--- src/rtl/root_disp_pkg.sv ---
// Shared types, widths, segment patterns and the double-dabble step for the root display driver.
package root_disp_pkg;

  localparam int unsigned ROOT_W     = 7;
  localparam int unsigned DIGIT_W    = 4;
  localparam int unsigned SEG_W      = 7;
  localparam int unsigned NUM_DIGITS = 4;
  localparam int unsigned SLOT_W     = 2;
  localparam int unsigned BCD_W      = 2 * DIGIT_W;
  localparam int unsigned SHIFT_W    = BCD_W + ROOT_W;
  localparam int unsigned DISP_W     = NUM_DIGITS * DIGIT_W;
  localparam int unsigned MAX_VAL    = 99;

  typedef enum logic [1:0] {
    ST_IDLE,
    ST_CONV_W,
    ST_CONV_F,
    ST_COMMIT
  } state_t;

  // Active-low cathode patterns, bit 0 = segment a ... bit 6 = segment g.
  localparam logic [SEG_W-1:0] SEG_BLANK = 7'h7F;
  localparam logic [SEG_W-1:0] SEG_DASH  = 7'b0111111;
  localparam logic [SEG_W-1:0] SEG_DIGIT [0:9] = '{
    7'h40, 7'h79, 7'h24, 7'h30, 7'h19, 7'h12, 7'h02, 7'h78, 7'h00, 7'h10
  };

  // One double-dabble iteration on {tens, ones, binary}: correct nibbles >= 5, then shift left.
  function automatic logic [SHIFT_W-1:0] dd_step(input logic [SHIFT_W-1:0] i_s);
    logic [SHIFT_W-1:0] v;
    v = i_s;
    if (v[10:7] >= 4'd5)  v[10:7]  = v[10:7] + 4'd3;
    if (v[14:11] >= 4'd5) v[14:11] = v[14:11] + 4'd3;
    return {v[SHIFT_W-2:0], 1'b0};
  endfunction

endpackage

--- src/rtl/root_display_driver_if.sv ---
// Result hand-off from the square-root stage: value plus load strobe, busy back-pressure.
interface root_display_driver_if;
  import root_disp_pkg::*;

  logic              load;
  logic [ROOT_W-1:0] whole;
  logic [ROOT_W-1:0] fracture;
  logic              busy;

  modport master (output load, whole, fracture, input busy);
  modport slave  (input load, whole, fracture, output busy);
endinterface

--- src/rtl/seg7_decoder.sv ---
// Combinational BCD digit to active-low 7-segment pattern; non-decimal codes blank.
module seg7_decoder
  import root_disp_pkg::*;
(
  input  logic [DIGIT_W-1:0] i_code,
  output logic [SEG_W-1:0]   o_seg_c
);

  // Table lookup over the ten legal codes.
  always_comb begin
    o_seg_c = SEG_BLANK;
    for (int unsigned k = 0; k < 10; k++) begin
      if (i_code == DIGIT_W'(k)) o_seg_c = SEG_DIGIT[k];
    end
  end

endmodule

--- src/rtl/root_display_driver.sv ---
// Captures a root result, converts it to BCD sequentially and multiplexes "WW.FF" onto 4 digits.
module root_display_driver
  import root_disp_pkg::*;
#(
  parameter int unsigned REFRESH_DIV   = 100000,
  parameter bit          BLANK_LEADING = 1'b1
) (
  input  logic                  clk,
  input  logic                  rst,
  root_display_driver_if.slave  bus,
  output logic [SEG_W-1:0]      seg,
  output logic                  dp,
  output logic [NUM_DIGITS-1:0] an
);

  localparam int unsigned CNT_W     = (REFRESH_DIV > 1) ? $clog2(REFRESH_DIV) : 1;
  localparam int unsigned ITER_W    = 3;
  localparam int unsigned LAST_ITER = ROOT_W - 1;

  state_t               r_state, w_state_nxt;
  logic                 w_capture, w_commit, w_iter_last, w_converting;
  logic [ITER_W-1:0]    r_iter;
  logic [SHIFT_W-1:0]   r_shift, w_step;
  logic [ROOT_W-1:0]    r_frac_hold;
  logic [BCD_W-1:0]     r_whole_bcd;
  logic                 r_ovf_pend, r_ovf, r_shown, r_busy;
  logic [DISP_W-1:0]    r_digits, w_digits_cur;
  logic                 w_ovf_cur, w_shown_cur;
  logic [CNT_W-1:0]     r_refresh;
  logic [SLOT_W-1:0]    r_slot;
  logic [DIGIT_W-1:0]   w_sel;
  logic [SEG_W-1:0]     w_dec_seg, w_seg_nxt, r_seg;
  logic [NUM_DIGITS-1:0] w_an_nxt, r_an;
  logic                 w_dp_nxt, r_dp;

  assign w_iter_last  = (r_iter == ITER_W'(LAST_ITER));
  assign w_converting = (r_state == ST_CONV_W) || (r_state == ST_CONV_F);
  assign w_step       = dd_step(r_shift);
  assign bus.busy     = r_busy;
  assign seg          = r_seg;
  assign an           = r_an;
  assign dp           = r_dp;

  // FSM state register.
  always_ff @(posedge clk or posedge rst) begin
    if (rst) r_state <= ST_IDLE;
    else     r_state <= w_state_nxt;
  end

  // FSM next state and control strobes.
  always_comb begin
    w_state_nxt = r_state;
    w_capture   = 1'b0;
    w_commit    = 1'b0;
    case (r_state)
      ST_IDLE: begin
        if (bus.load) begin
          w_state_nxt = ST_CONV_W;
          w_capture   = 1'b1;
        end
      end
      ST_CONV_W: if (w_iter_last) w_state_nxt = ST_CONV_F;
      ST_CONV_F: if (w_iter_last) w_state_nxt = ST_COMMIT;
      ST_COMMIT: begin
        w_state_nxt = ST_IDLE;
        w_commit    = 1'b1;
      end
      default: w_state_nxt = ST_IDLE;
    endcase
  end

  // Capture, double-dabble datapath and atomic digit commit.
  always_ff @(posedge clk or posedge rst) begin
    if (rst) begin
      r_busy      <= 1'b0;
      r_iter      <= '0;
      r_shift     <= '0;
      r_frac_hold <= '0;
      r_whole_bcd <= '0;
      r_ovf_pend  <= 1'b0;
      r_ovf       <= 1'b0;
      r_shown     <= 1'b0;
      r_digits    <= '0;
    end else begin
      r_busy <= (w_state_nxt != ST_IDLE);
      if (w_capture) begin
        r_shift     <= {BCD_W'(0), bus.whole};
        r_frac_hold <= bus.fracture;
        r_ovf_pend  <= (bus.whole > ROOT_W'(MAX_VAL)) || (bus.fracture > ROOT_W'(MAX_VAL));
        r_iter      <= '0;
      end else if (w_converting) begin
        r_iter <= w_iter_last ? '0 : r_iter + ITER_W'(1);
        if ((r_state == ST_CONV_W) && w_iter_last) begin
          r_whole_bcd <= w_step[SHIFT_W-1 -: BCD_W];
          r_shift     <= {BCD_W'(0), r_frac_hold};
        end else begin
          r_shift <= w_step;
        end
      end
      if (w_commit) begin
        r_digits <= {r_whole_bcd, r_shift[SHIFT_W-1 -: BCD_W]};
        r_ovf    <= r_ovf_pend;
        r_shown  <= 1'b1;
      end
    end
  end

  // Digit slot timing: advance one anode every REFRESH_DIV cycles.
  always_ff @(posedge clk or posedge rst) begin
    if (rst) begin
      r_refresh <= '0;
      r_slot    <= '0;
    end else if (r_refresh == CNT_W'(REFRESH_DIV - 1)) begin
      r_refresh <= '0;
      r_slot    <= r_slot + SLOT_W'(1);
    end else begin
      r_refresh <= r_refresh + CNT_W'(1);
    end
  end

  // Bypass the commit so the output registers pick up new digits on the commit edge itself.
  assign w_digits_cur = w_commit ? {r_whole_bcd, r_shift[SHIFT_W-1 -: BCD_W]} : r_digits;
  assign w_ovf_cur    = w_commit ? r_ovf_pend : r_ovf;
  assign w_shown_cur  = w_commit | r_shown;
  assign w_sel        = w_digits_cur[{r_slot, 2'b00} +: DIGIT_W];

  seg7_decoder u_dec (
    .i_code  (w_sel),
    .o_seg_c (w_dec_seg)
  );

  // Next display pattern for the active slot.
  always_comb begin
    w_an_nxt  = '1;
    w_seg_nxt = SEG_BLANK;
    w_dp_nxt  = 1'b1;
    if (w_shown_cur) begin
      w_an_nxt = ~(NUM_DIGITS'(1) << r_slot);
      if (w_ovf_cur) begin
        w_seg_nxt = SEG_DASH;
      end else begin
        w_dp_nxt = (r_slot != SLOT_W'(2));
        if (BLANK_LEADING && (r_slot == SLOT_W'(3)) &&
            (w_digits_cur[DISP_W-1 -: DIGIT_W] == DIGIT_W'(0)))
          w_seg_nxt = SEG_BLANK;
        else
          w_seg_nxt = w_dec_seg;
      end
    end
  end

  // Registered anode/cathode/dp outputs, all updated on the same edge.
  always_ff @(posedge clk or posedge rst) begin
    if (rst) begin
      r_an  <= '1;
      r_seg <= SEG_BLANK;
      r_dp  <= 1'b1;
    end else begin
      r_an  <= w_an_nxt;
      r_seg <= w_seg_nxt;
      r_dp  <= w_dp_nxt;
    end
  end

endmodule
--- src/flat_wrapper.sv ---
// flat-port wrapper written by rule: the top's interface ports become plain ports
module root_display_driver_flat import root_disp_pkg::*;
#(
  parameter int unsigned REFRESH_DIV   = 100000,
  parameter bit          BLANK_LEADING = 1'b1
)
  (clk, rst, seg, dp, an, bus_load, bus_whole, bus_fracture, bus_busy);
  root_display_driver_if bus_i ();
  input  logic clk;
  input  logic rst;
  output logic [SEG_W-1:0] seg;
  output logic dp;
  output logic [NUM_DIGITS-1:0] an;
  input wire logic [$bits(bus_i.load)-1:0] bus_load;
  input wire logic [$bits(bus_i.whole)-1:0] bus_whole;
  input wire logic [$bits(bus_i.fracture)-1:0] bus_fracture;
  output wire logic [$bits(bus_i.busy)-1:0] bus_busy;
  assign bus_i.load = bus_load;
  assign bus_i.whole = bus_whole;
  assign bus_i.fracture = bus_fracture;
  assign bus_busy = bus_i.busy;
  root_display_driver #(.REFRESH_DIV(REFRESH_DIV), .BLANK_LEADING(BLANK_LEADING)) u_core (.clk(clk), .rst(rst), .bus(bus_i), .seg(seg), .dp(dp), .an(an));
endmodule
--- config.mk ---
export PLATFORM = sky130hd
export DESIGN_NAME = root_display_driver_flat
export DESIGN_NICKNAME = d
export VERILOG_FILES = /design/src/rtl/root_disp_pkg.sv /design/src/rtl/root_display_driver_if.sv /design/src/rtl/seg7_decoder.sv /design/src/rtl/root_display_driver.sv /design/src/flat_wrapper.sv
export SDC_FILE = /design/constraint.sdc
export NUM_CORES = 1
export LEC_CHECK = 0
export CAP_MARGIN = 20
export CORE_AREA = 2 2 122 124
export CTS_CLUSTER_DIAMETER = 80
export DETAILED_ROUTE_END_ITERATION = 16
export DIE_AREA = 0 0 124 126
export GPL_ROUTABILITY_DRIVEN = 0
export MAX_ROUTING_LAYER = met4
export PLACE_DENSITY = 0.43
export SETUP_SLACK_MARGIN = 0.1
export SKIP_LAST_GASP = 1
export SYNTH_ARGS = -nofsm -noshare
export SYNTH_HDL_FRONTEND = slang
export SYNTH_SLANG_ARGS = --single-unit
--- constraint.sdc ---
create_clock -name clk -period 4.47 [get_ports clk]
set_input_delay 1.341 -clock clk [delete_from_list [all_inputs] [get_ports clk]]
set_output_delay 1.341 -clock clk [all_outputs]
set_load 0.02 [all_outputs]
# Yosys cells after proc, flatten, opt, wreduce, memory -nomap -nowiden
# Index checks and enable logic that the tools add are counted.
[op_classes] addsub=5 n_lt_le_gt_ge=4 n_eq_ne=16 n_shift=2 muxes=34 bitwise_logic=3 n_reduce_logical=10
[ops] operator="2-to-1 mux 7 bit" count=12
[ops] operator="2-to-1 mux 15 bit" count=3
[ops] operator="adder 17 x 1 -> 17 bit, second input constant" count=1
[ops] operator="equality test 17 bit, second input constant" count=1
[ops] operator="2-to-1 mux 17 bit" count=1
[ops] operator="equality test 4 x 3 -> 1 bit, second input constant" count=4
[ops] operator="2-to-1 mux 16 bit" count=1
[ops] operator="variable part select 16 x 5 -> 4 bit" count=1
[ops] operator="greater-than comparator 7 bit, second input constant" count=2
[ops] operator="2-to-1 mux 3 bit" count=4
[ops] operator="equality test 4 x 2 -> 1 bit, second input constant" count=2
[ops] operator="equality test 4 bit, second input constant" count=2
[ops] operator=">= comparator 4 x 3 -> 1 bit, second input constant" count=2
[ops] operator="logical NOT 4 bit" count=2
[ops] operator="2-to-1 mux 4 bit" count=2
[ops] operator="case mux 2 bit (4 select lines)" count=1
[ops] operator="equality test 2 bit, second input constant" count=3
[ops] operator="2-to-1 mux 1 bit" count=6
[ops] operator="2-to-1 mux 2 bit" count=3
[ops] operator="2-to-1 mux 6 bit" count=1
[ops] operator="adder 4 x 2 -> 4 bit, second input constant" count=1
[ops] operator="equality test 4 x 1 -> 1 bit, second input constant" count=1
[ops] operator="inverter 4 bit" count=1
[ops] operator="nonzero test 2 bit" count=2
[ops] operator="13 further kinds" count=15
[totals] reg_bits=86 out_inout_bits=13 word_cells=89

# Depth between registers and ports, before layout
# Gate-level depths: netlist of the first run.
[logic_depth] depth_word=18 mapped_depth=8

# By module
# From an unflattened synthesis of the first run, not the netlist that was laid out.
[unflattened] cells_unflattened=368 area_unflattened_um2=4062.6
[modules_own_cells] module="root_display_driver" instances=1 cells_per_inst=344 area_per_inst_um2=3917.5
[modules_own_cells] module="seg7_decoder" instances=1 cells_per_inst=24 area_per_inst_um2=145.1

# Worst setup path after synthesis of the first run
# OpenSTA, ideal clock, no wires.
[synth_timing] path_type="input to register" start="in bus_load" end="reg u_core.r_shift[1]" arrival_ns=2.188 t_required_ns=4.352 path_slack_ns=2.164 cell_stages=5 path_buffers=2 cell_sequence="and2_1 -> clkbuf_1 -> clkbuf_1 -> a311oi_1 -> a21o_1"
[synth_via] elab_chain_len=3 elab_cells_between_ends=4 classes_between="mux: 3; reduce/logical: 1"
[synth_lines] item="start: declaration" line_no="flat_wrapper.sv:14" text="input wire logic [$bits(bus_i.load)-1:0] bus_load;"
[synth_lines] item="2-to-1 mux 1 bit (*)" line_no="root_display_driver.sv:57" text="if (bus.load) begin"
[synth_lines] item="2-to-1 mux 1 bit (*)" line_no="root_display_driver.sv:55" text="case (r_state)"
[synth_lines] item="2-to-1 mux 15 bit or nonzero test 2 bit (tied branches)"
[synth_lines] item="end signal: assignment" line_no="root_display_driver.sv:87" text="r_shift <= {BCD_W'(0), bus.whole};"
[synth_lines] item="end signal: assignment" line_no="root_display_driver.sv:95" text="r_shift <= {BCD_W'(0), r_frac_hold};"
[synth_lines] item="end signal: assignment" line_no="root_display_driver.sv:97" text="r_shift <= w_step;"
[synth_lines] item="end: declaration" line_no="root_display_driver.sv:23" text="logic [SHIFT_W-1:0] r_shift, w_step;"
# Every way passes the cells marked *; elsewhere a longest branch is shown, timed or not.
# A chain may end at the register's enable or synchronous reset.

# Final worst setup path of the first run
[layout_timing] start="reg u_core.r_state[1]" end="reg u_core.r_seg[6] (netlist: u_core.seg[6])"
[layout_via] elab_chain_len=16 elab_cells_between_ends=27 classes_between="eq/ne: 9; shift: 1; mux: 14; bitwise: 1; reduce/logical: 2"
[layout_lines] item="start: declaration" line_no="root_display_driver.sv:20" text="state_t r_state, w_state_nxt;"
[layout_lines] item="start signal: assignment" line_no="root_display_driver.sv:47" text="else r_state <= w_state_nxt;"
[layout_lines] item="equality test 2 bit (*)" line_no="root_display_driver.sv:55"
[layout_lines] item="2-to-1 mux 1 bit (*)" line_no="root_display_driver.sv:55"
[layout_lines] item="2-to-1 mux 16 bit" line_no="root_display_driver.sv:122" text="assign w_digits_cur = w_commit ? {r_whole_bcd, r_shift[SHIFT_W-1 -: BCD_W]} : r_digits;"
[layout_lines] item="variable part select 16 x 5 -> 4 bit" line_no="root_display_driver.sv:125" text="assign w_sel = w_digits_cur[{r_slot, 2'b00} +: DIGIT_W];"
[layout_lines] item="equality test 4 x 2 -> 1 bit" line_no="seg7_decoder.sv:13" text="if (i_code == DIGIT_W'(k)) o_seg_c = SEG_DIGIT[k];"
[layout_lines] item="2-to-1 mux 7 bit (8 in a row)" line_no="seg7_decoder.sv:13"
[layout_lines] item="2-to-1 mux 7 bit" line_no="root_display_driver.sv:143" text="if (BLANK_LEADING && (r_slot == SLOT_W'(3)) &&"
[layout_lines] item="2-to-1 mux 7 bit" line_no="root_display_driver.sv:139" text="if (w_ovf_cur) begin"
[layout_lines] item="2-to-1 mux 7 bit (*)" line_no="root_display_driver.sv:137" text="if (w_shown_cur) begin"
[layout_lines] item="named net u_core.w_seg_nxt[6]" line_no="root_display_driver.sv:32" text="logic [SEG_W-1:0] w_dec_seg, w_seg_nxt, r_seg;"
[layout_lines] item="end signal: assignment" line_no="root_display_driver.sv:160" text="r_seg <= w_seg_nxt;"
[layout_lines] item="end: declaration" line_no="root_display_driver.sv:32"
# Mark *: on every way through the listed nets, which the timed path passes. The rest lies on a longest branch.

==> results.cfg, run 1 <==
[pwr]
p_per_area_nw_per_um2 = 518
totalPowerFinal_mw = 2.59
seq_power_share_pct = 41.8
peakVddDrop_mv = 0.180
pwr-share-comb_pct = 28.2
power.leakage_nw = 2.15
p_int_mw = 1.74
p_switching_mw = 0.850
swShare_pct = 32.8
p_clk_share_pct = 30.0

[min_path]
hp-class = flip-flop to flip-flop
hold_start = u_core.r_frac_hold[1]

[cells_and_area]
fin_cells = 594
fill_cells = 1443
fin_nets = 436
antenna_cells = 0
final_cell_mix = dfrtp_1 (74), nand2_1 (51), clkdlybuf4s50_1 (29)
synthToLayoutAreaGrowth_pct = 18.3
layout_commonest_cell = dfrtp_1
drive_above_1_share_pct = 15.6

[logic_synthesis]
syn_area_per_cell_um2 = 11.1
synth_seq_area_share_pct = 51.4
synth_cell_type_count = 49
syn_area_um2 = 4220
synth-seq-cells = 86
syn-num-nets = 411
synth_cells = 380
synth_warnings = 0
synth_enable_flop_cells = 0
synthFlopType = dfrtp_1
ys_async_sr_fraction_pct = 100

[critical_path]
crit_chain = ha_1 > buf_4 > mux4_2 > mux2_4 > or3_1 > a31o_1
cp-end-kind = flip-flop
slowest_delay_ps = 760
crit_required_ps = 4750
path_class = flip-flop to flip-flop
r2r_start = u_core.r_state[1]
crit_start = u_core.r_state[1]
crit_slowest_cell = ha_1
critPathArrivalTime_ps = 3260
cp-start-kind = flip-flop
cp_max_fo = 18

[routing]
vias = 2823
first_pass_iters = 4
antenna_left = 0
wl_per_cell_um = 14.4
drt_iter0_drc = 144
vias_per_cell = 4.75
drc = 0
routed_wl_um = 8570

[sta]
post-route-period-util_pct = 66.7
setup_tns_ps = 0
slew_violations = 0
tightestPinTransition_ps = 890
final-hold-violation-count = 0
fmax_mhz = 335
slew_headroom_pct = 40.7
grt_setup_unrepaired = false
skew_ps = 4.33
hold_ws_ps = 483
fin_ws_ps = 1490
fin_crit_ps = 2980
finalSetupViolations = 0

[cts]
clk_pin_slew_ps = 60
tritoncts = done
clockRootBuffer = clkbuf_16
ctsHoldBuffers = 0
cts_buffers = 9
cts.repair.resized = 0
h-tree-depth = 3
post_cts_buffers = 0
clk-insertion-delay-late_ps = 350
numClockSinks = 86
cts_buffer_depth = 2

[global_route]
grt_usage_pct = 12.7
grt_first_pass_wirelength_um = 14700
grt_antenna_before_repair = 0
grt_max_degree = 48
grt_pass1_vias = 2787
overflow = 0

[placed_design]
dp_slack_ps = 1300
dp_hpwl_um = 5890
portBuffers = 29
place_inst = 578

[floorplanning]
initial_core_util_pct = 29.5
core-area_um2 = 14300
num_rows = 44
die-area_um2 = 15600
fp.dieH_um = 126
top_level_ports = 30
die_w_um = 124

[status]
status = finished clean

[job]
drv_cap = 0
[power groups by stage]
| stage | Combinational, mW | Clock, mW | Sequential (mW) |
|---|---|---|---|
| 6_report | 0.730 | 0.776 | 1.08 |
| 5_1_grt | 0.834 | 0.840 | 1.11 |
| 4_1_cts | 0.740 | 0.804 | 1.08 |
| 3_5_place_dp | 0.736 | 0 | 1.10 |
| 3_3_place_gp | 0.731 | 0 | 1.09 |
| 2_1_floorplan | 0.543 | 0 | 1.07 |
[layer usage]
layer / GRT usage [%] / vias to the layer above / share of wire (%)
met5: - / - / 0
met4: 6.54 / 0 / 2.6
met3: 2.85 / 16 / 3.2
met2: 17.6 / 45 / 43
met1: 17.2 / 1369 / 51
li1: - / 1393 / -
[critical path, delay by kind of cell, from the launching register on]
family	cells	cell delay, ps
buffers and inverters	1	320
DFF	1	390
AOI/OAI and AO/OA	1	210
muxes	2	850
adders and majority gates	1	760
and+or+nand+nor	1	370
[path summary, 6_finish.rpt]
check                                        end  depth (start not counted)  slack (ps)
min                        u_core.r_frac_hold[1]                          2         480
max                                u_core.seg[6]                          6        1490
min in group asynchronous   u_core.r_refresh[14]                          2        1410
max reg2reg                        u_core.seg[6]                          6        1490
max in group asynchronous     u_core.r_digits[2]                          3        2360
min reg2reg                u_core.r_frac_hold[1]                          2         480
[flip-flops by register name (all words and copies together), names as in the netlist, 2 cells and up]
signal / flops
u_core.r_frac_hold: 7
u_core.r_digits: 16
u_core.r_whole_bcd: 8
u_core.r_iter: 3
u_core.an: 4
u_core.seg: 7
u_core.r_refresh: 17
u_core.r_slot: 2
u_core.r_state: 2
u_core.r_shift: 15
[cells in the mapped netlist, drive strengths merged (3+ instances only)]
master,count,area share [%]
nor3,3,0.36
a31oi,4,0.59
a21oi,11,1.3
a21o,7,1.2
nand2b,4,0.59
ha,14,4.2
dfstp,12,7.5
nand3,15,1.8
nand2,51,4.5
inv,14,1.2
buf,3,0.74
a311oi,7,1.5
nor2,27,2.4
nor3b,3,0.53
xor2,7,1.5
dfrtp,74,44
nand4,6,0.89
and3,4,0.59
mux4,8,4.7
xnor2,12,2.5
mux2,23,6.2
nor2b,4,0.59
a22o,4,0.83
nor4,3,0.44
or2,5,0.74
o21ai,13,1.5
mux2i,4,1.2
clkbuf,15,1.3
[per-stage QoR]
stage | utilization, % | cell area (um2)
4_1_cts | 34.9 | 4990
3_3_place_gp | 32.8 | 4690
3_5_place_dp | 32.8 | 4690
6_report | 34.9 | 4990
2_1_floorplan | - | 4220
5_1_grt | 34.9 | 4990
[kinds of logic (layout without fill, tap and decap cells)]
family	after synthesis	after routing	share of synthesized area, %
simple gates	135	135	15.3
flops	86	86	51.4
compound gates	59	59	9.76
mux	35	35	12.2
buf+inv	32	62	3.32
xor+xnor	19	19	3.94
fa+ha+maj	14	14	4.15
[area by class of cell]
cell class	count	area [um2]	area share, %
clock buffer	13	260	5.21
sequential	86	2170	43.4
timing repair buffer	32	325	6.52
clock inverter	3	42.5	0.852
tap	184	230	4.61
inverter	14	53.8	1.08
multi-input combinational	262	1910	38.3
(Power assumes the default switching activity.)
==> inputs of run 2 (changes only) <==
==> constraint.sdc (replaced) <==
create_clock -name clk -period 3 [get_ports clk]
set_input_delay 0.9 -clock clk [delete_from_list [all_inputs] [get_ports clk]]
set_output_delay 0.9 -clock clk [all_outputs]
set_load 0.02 [all_outputs]
==> run 2 against run 1 <==
Against the previous run: clock-buffer cell count stayed put; combinational power is 51% higher; largest cell class unchanged; clock skew is 2.2 ps higher; core utilization is 0.66 points higher; largest power group unchanged; clock power is 56% higher; die area stayed put; flip-flop and latch count stayed put; critical endpoint unchanged; via count is 1.5% higher.
==> results.cfg, run 2 (synthesis gave the netlist of run 1 again) <==
[cells_and_area]
synthToLayoutAreaGrowth_pct = 20.6
final_cell_mix = dfrtp_1 (74), nand2_1 (51), clkdlybuf4s50_1 (29)
top_regs = u_core.r_refresh (17), u_core.r_digits (16), u_core.r_shift (15)
antenna_cells = 0
fin_nets = 443
drive_above_1_share_pct = 16.8
layout_commonest_cell = dfrtp_1
regMostFlops = u_core.r_refresh
fill_cells = 1461
largest_register_ffs = 17

[critical_path]
crit_required_ps = 3270
crit_slowest_cell = mux4_1
critPathArrivalTime_ps = 2740
cp-start-kind = flip-flop
cp-end-kind = flip-flop
path_buf_inv = 2
path_class = flip-flop to flip-flop
slowest_delay_ps = 630
cp_max_fo = 27
cp_top_family = multiplexers
crit_chain = ha_1 > buf_12 > mux4_1 > mux2i_4 > inv_1 > or3_1 > a31o_1
regToRegSetupSlack_ps = 530

[sta]
tightestPinTransition_ps = 696
finalSetupViolations = 0
slew_violations = 0
setup_tns_ps = 0
post-route-period-util_pct = 82.2
grt_setup_unrepaired = false
skew_ps = 6.54
fin_crit_ps = 2470
fmax_mhz = 405
slew_headroom_pct = 53.5
final-hold-violation-count = 0

[pwr]
totalPowerFinal_mw = 3.93
power.leakage_nw = 2.19
peakVddDrop_mv = 0.479
p_per_area_nw_per_um2 = 772

[cts]
cts.repair.resized = 0
post_cts_buffers = 0
cts_buffers = 9
clk_pin_slew_ps = 60
cts_buffer_depth = 2
clk-insertion-delay-late_ps = 340
tritoncts = done
ctsHoldBuffers = 0
numClockSinks = 86
h-tree-depth = 3
clockRootBuffer = clkbuf_16

[global_route]
grt_usage_pct = 12.7
grt_max_degree = 29
grt_antenna_before_repair = 0
grt_pass1_vias = 2851
grt_first_pass_wirelength_um = 14800
overflow = 0

[floorplanning]
initial_core_util_pct = 29.5
die-area_um2 = 15600
die_w_um = 124
top_level_ports = 30
core-area_um2 = 14300
num_rows = 44
fp.dieH_um = 126

[placed_design]
portBuffers = 29
dp_hpwl_um = 6130

[min_path]
hp-class = flip-flop to flip-flop

[routing]
vias = 2864
routed_wl_um = 8630
wl_per_cell_um = 14.4
drt_iter0_drc = 141
antenna_left = 0
first_pass_iters = 4
vias_per_cell = 4.77
drc = 0

[job]
drv_cap = 0

[status]
status = finished clean
==> run 2: path summary, 6_finish.rpt <==
path / from / endpoint / cells past startpoint
max: u_core.r_state[1] / u_core.seg[6] / 7
min: u_core.r_frac_hold[0] / u_core.r_frac_hold[0] / 2
max reg2reg: u_core.r_state[1] / u_core.seg[6] / 7
min reg2reg: u_core.r_frac_hold[0] / u_core.r_frac_hold[0] / 2
max in group asynchronous: rst / u_core.an[0] / 3
min in group asynchronous: rst / u_core.r_iter[1] / 2
==> run 2: area by class of cell <==
cell class	count	area, um2	area share (%)
flip-flops and latches	86	2170	42.6
multi-input cells	262	1910	37.6
repair buffers	39	403	7.92
clock buffers	13	250	4.92
well taps	184	230	4.53
clock inverters	3	67.6	1.33
inverters	14	56.3	1.11
==> run 2: tightest hold or removal path, cell delays in order (launching register included) <==
cell and delay [ps]:
dfrtp_1 340, nand2_1 50, nand2_1 50
==> run 2: stage by stage <==
stage                     cell area, um2  utilization [%]  setup slack [ps]  std cells  hold slack [ps]
final                               5090             35.5               534        601              477
after detailed placement            4770             33.3               517        585              467
after global placement              4770             33.3               579        585              462
after global routing                5090             35.5               407        601              513
after CTS                           5090             35.5               517        601              482
after floorplan                     4220                -               795        380              445
==> run 2: per-layer routing <==
| layer | vias to the layer above | GRT usage [%] | wire length, um |
|---|---|---|---|
| met5 | - | - | 0 |
| met1 | 1392 | 16.9 | 4220 |
| li1 | 1410 | - | - |
| met2 | 54 | 18.7 | 3940 |
| met3 | 8 | 4.08 | 356 |
| met4 | 0 | 3.57 | 112 |
==> run 2: power breakdown <==
part,internal [mW],switching (mW)
Clock,0.754,0.452
Combinational,0.498,0.607
Sequential,1.42,0.196
Total,2.67,1.26
